### src/rtl/fxp_fma_pipe.sv
`default_nettype none
// ============================================================================
//  Module   : fxp_fma_pipe
//  Purpose  : 3-stage handshaked fixed-point d = a*b + c, one rounding step
//             (half toward +inf) after the add, saturating to WIDTH bits.
//  Revision : 1.0
// ============================================================================
module fxp_fma_pipe #(
  parameter int WIDTH     = 32,
  parameter int FRAC_BITS = 16
) (
  input  logic             CLK,
  input  logic             RST,
  input  logic             in_valid,
  output logic             in_ready,
  input  logic [WIDTH-1:0] a,
  input  logic [WIDTH-1:0] b,
  input  logic [WIDTH-1:0] c,
  output logic             out_valid,
  input  logic             out_ready,
  output logic [WIDTH-1:0] d,
  output logic             ovf
);

  localparam int c_PW = 2 * WIDTH;
  localparam int c_SW = 2 * WIDTH + 1;
  localparam logic [c_SW-1:0]  c_HALF = {{(c_SW-1){1'b0}}, 1'b1} << (FRAC_BITS - 1);
  localparam logic [WIDTH-1:0] c_DMAX = {1'b0, {(WIDTH-1){1'b1}}};
  localparam logic [WIDTH-1:0] c_DMIN = {1'b1, {(WIDTH-1){1'b0}}};

  logic                    r_v1;
  logic                    r_v2;
  logic                    r_v3;
  logic signed [WIDTH-1:0] r_a1;
  logic signed [WIDTH-1:0] r_b1;
  logic [WIDTH-1:0]        r_c1;
  logic [WIDTH-1:0]        r_c2;
  logic signed [c_PW-1:0]  r_p2;

  logic                    w_s1_load;
  logic                    w_s2_load;
  logic                    w_s3_load;
  logic signed [c_PW-1:0]  w_prod;
  logic [c_SW-1:0]         w_c_ext;
  logic signed [c_SW-1:0]  w_sum;
  logic signed [c_SW-1:0]  w_rnd;
  logic signed [c_SW-1:0]  w_r;
  logic [WIDTH+1:0]        w_hi;
  logic [WIDTH-1:0]        w_d;
  logic                    w_ovf;

  // Each stage advances when empty or when its successor advances, so bubbles collapse.
  assign w_s3_load = !r_v3 || out_ready;
  assign w_s2_load = !r_v2 || w_s3_load;
  assign w_s1_load = !r_v1 || w_s2_load;
  assign in_ready  = w_s1_load;
  assign out_valid = r_v3;

  assign w_prod  = c_PW'(r_a1) * c_PW'(r_b1);
  assign w_c_ext = {{(c_SW-WIDTH){r_c2[WIDTH-1]}}, r_c2};
  assign w_sum   = $signed({r_p2[c_PW-1], r_p2}) + $signed(w_c_ext << FRAC_BITS);
  assign w_rnd   = w_sum + $signed(c_HALF);
  assign w_r     = w_rnd >>> FRAC_BITS;
  // In range exactly when every bit from WIDTH-1 upward is a copy of the sign.
  assign w_hi    = w_r[c_SW-1:WIDTH-1];

  always_comb begin
    w_d   = w_r[WIDTH-1:0];
    w_ovf = 1'b0;
    if (!(&w_hi) && (|w_hi)) begin
      w_ovf = 1'b1;
      w_d   = w_r[c_SW-1] ? c_DMIN : c_DMAX;
    end
  end

  always_ff @(posedge CLK) begin
    if (RST) begin
      r_v1 <= 1'b0;
      r_v2 <= 1'b0;
      r_v3 <= 1'b0;
      d    <= '0;
      ovf  <= 1'b0;
    end else begin
      if (w_s1_load) r_v1 <= in_valid;
      if (w_s2_load) r_v2 <= r_v1;
      if (w_s3_load) begin
        r_v3 <= r_v2;
        if (r_v2) begin
          d   <= w_d;
          ovf <= w_ovf;
        end
      end
    end
  end

  always_ff @(posedge CLK) begin
    if (w_s1_load && in_valid) begin
      r_a1 <= a;
      r_b1 <= b;
      r_c1 <= c;
    end
    if (w_s2_load && r_v1) begin
      r_p2 <= w_prod;
      r_c2 <= r_c1;
    end
  end

endmodule
`default_nettype wire
### config.mk
export PLATFORM = sky130hd
export DESIGN_NAME = fxp_fma_pipe
export DESIGN_NICKNAME = d
export VERILOG_FILES = /design/src/rtl/fxp_fma_pipe.sv
export SDC_FILE = /design/constraint.sdc
export NUM_CORES = 2
export LEC_CHECK = 0
export CORE_ASPECT_RATIO = 0.6
export CORE_MARGIN = 2
export CORE_UTILIZATION = 65
export CTS_BUF_LIST = sky130_fd_sc_hd__clkbuf_8
export DETAILED_ROUTE_END_ITERATION = 8
export PLACE_DENSITY = 0.84
export RECOVER_POWER = 25
export SLEW_MARGIN = 20
export SYNTH_ARGS = -nofsm -noshare
export SYNTH_HDL_FRONTEND = slang
export SYNTH_SLANG_ARGS = --single-unit
### constraint.sdc
create_clock -name CLK -period 11.25 [get_ports CLK]
set_input_delay 1.125 -clock CLK [delete_from_list [all_inputs] [get_ports CLK]]
set_output_delay 1.125 -clock CLK [all_outputs]
set_load 0.05 [all_outputs]
==> results.cfg <==
[run_status]
status = complete, no violations

[logic_synthesis]
yosys.cell_count.top_type = fa_1
yosys_warnings = 0
yosysTopAreaCell = fa_1
ys.flop_type = edfxtp_1
netlist.area_leader.share_pct = 47.87
ys_seq_area_share_pct = 13.34
syn_nets = 5952
avgSynthCellArea_um2 = 9.962
synth-seq-cells = 213
ys_top_cells_by_area = fa_1, edfxtp_1, inv_1, and2_1, ha_1
synth_area_um2 = 45250
synth_cells = 4542
synth_edf_count = 177
synth_cell_type_count = 80
synthArstFlopShare_pct = 0
synth_commonest_cells = fa_1, inv_1, nand2_1

[drt]
drt_iter0_drc = 3496
dr.pass1.iters = 6
viasPerCell = 5.887
top_layer = met4
vias = 32340
met1_length_mm = 50.87
wl_mm = 123.6
ant_nets = 0
post-route-drc-count = 0
wl_met3_mm = 22.65
dr_wl_met2_mm = 47.12
wl_per_cell_um = 22.50

[worst_setup_path]
worstPathMaxFanout = 32
rr_endpoint = r_p2[62]
critPathLaunchType = register
r2r_slack_ns = 2.46
cp_slowest_cell = fa_1
worstPathArrival_ns = 9.16
path_buf_inv = 6
r2r-start = r_a1[31]
cp-end-kind = register
required_ns = 11.62
reg2reg_depth = 26
slowest_delay_ns = 0.96
crit_top_cell = fa_1
path_class = reg -> reg
crit_family = adder cells

[clock_network]
cts.sinks = 213
postCtsSetupRepairBufs = 0
cts-root-buf = clkbuf_8
cts_tree = yes
numCtsBuffers = 37
cts_max_level = 2
clkTransAtPathRegs_ns = 0.07
cts_resized = 0
hold_buffers = 0
clk_path_buf_depth = 3
clock_latency_ns = 0.65

[global_route]
track_usage_pct = 36.18
grt_pass1_vias = 33890
grt_overflow = 0
antenna_found_initial = 0
grt_max_degree = 82
grt_first_pass_wirelength_mm = 195.2

[die]
die_x_um = 344.6
core-area_um2 = 68420
ioPinCount = 135
start_util_pct = 66.13
num_rows = 74
fp.dieH_um = 208.4
die_area_um2 = 71810

[sta]
fin_crit_sh_pct = 78.16
grt_setup_unrepaired = no
finClkSkew_ns = 0.04753
hold_viol_final = 0
worstMarginPinSlew_ns = 1.139
fmax_mhz = 113.7
fin_crit_ns = 8.793
setup_viol = 0
tns_ns = 0
relSlewSlack_pct = 24.07
fin_ws_ns = 2.457
final_max_slew_viol_count = 0

[place]
placement.io_buffers = 134
finalWeightedCongestion = 0.9677
placed_area_um2 = 47270
dp_hpwl_mm = 97.06
preCtsSetupSlack_ns = 2.519

[layout]
fin_nets = 5963
final_util_pct = 70.32
drive_above_1_share_pct = 3.383
fin_area_um2 = 48110
syn_to_final_growth_pct = 6.332
num_antenna_cells = 0

[flow_run]
maxCapViolations = 0

[worst_hold_path]
holdPathStages = 0
hold_class = reg -> reg
hold_start = r_c1[30]
holdPathEnd = r_c2[30]
-- through the flow --
stage                     instances  hold WS, ns
after floorplan                4542       0.4003
after global placement         5426       0.4004
final                          5494       0.4123
after detailed placement       5426       0.4045
after global routing           5494       0.4223
after CTS                      5494       0.4100
-- how the worst max path moves through the flow --
stage / endpoint / cells after the start / startpoint
6_report: r_p2[62] / 26 / r_a1[31]
5_1_grt: r_p2[62] / 26 / r_b1[2]
4_1_cts: r_p2[62] / 26 / r_a1[31]
3_5_place_dp: r_p2[62] / 26 / r_b1[2]
3_3_place_gp: r_p2[62] / 26 / r_b1[2]
2_1_floorplan: r_p2[62] / 28 / r_a1[31]
-- area by class of cell --
class                      instances  area, µm²
clock buffer                      42      578.1
clock inverter                    26      265.3
fill                            4962      20310
inverter                         971       3645
multi-input combinational       3127      34590
sequential                       213       6036
tap                              912       1141
timing repair buffer             203       1859
-- cell usage in the layout (no fill, tap or decap), drive strengths merged, types with 40 or more instances in the layout --
cell	netlist	final
edfxtp	177	177
and2	533	533
clkbuf	203	42
ha	228	228
o21ai	71	71
dlygate4sd3	1	74
buf	25	69
xnor2	65	65
a21oi	100	100
nor2	128	128
a21o	40	40
clkdlybuf4s50	0	60
nand2	534	534
inv	971	986
nor3	79	79
fa	1082	1082
-- state kept, by name (all words and copies together) (netlist names), 32 cells and up --
register,cells
r_c1,32
r_b1,32
r_c2,32
r_p2,49
r_a1,32
d,32
-- cell families (layout without fill, tap and decap cells) --
family | Yosys count | in the layout | synth area share (%)
simple gates | 1388 | 1388 | 15.40
xor+xnor | 100 | 100 | 1.969
flops | 213 | 213 | 13.34
compound gates | 322 | 322 | 4.660
mux | 7 | 7 | 0.1604
fa+ha+maj | 1310 | 1310 | 54.18
buf+inv | 1202 | 1242 | 10.30
-- worst register-to-register path: stages (launching register included) --
cell and delay (ns):
edfxtp_1 0.38, buf_4 0.25, nand2_1 0.19, inv_1 0.11, fa_1 0.61, fa_1 0.47, fa_1 0.94, fa_1 0.96
inv_1 0.29, fa_1 0.57, inv_1 0.06, fa_1 0.53, inv_1 0.05, fa_1 0.48, inv_1 0.05, fa_1 0.46
ha_1 0.34, nand3_1 0.11, nor3_1 0.07, a221oi_1 0.26, o21a_1 0.21, nand2_1 0.08, o21a_1 0.20, a221oi_1 0.38
o21bai_1 0.15, a21oi_1 0.20, xnor2_1 0.08
-- per-layer routing --
metal	vias to the layer above	GRT usage (%)
li1	13580	-
met1	16170	55.44
met2	2365	46.29
met3	233	17.19
met4	0	8.216
met5	-	0
Power is not shown: default switching activity piles up to over one toggle a cycle in this logic, so the estimate is an artifact.
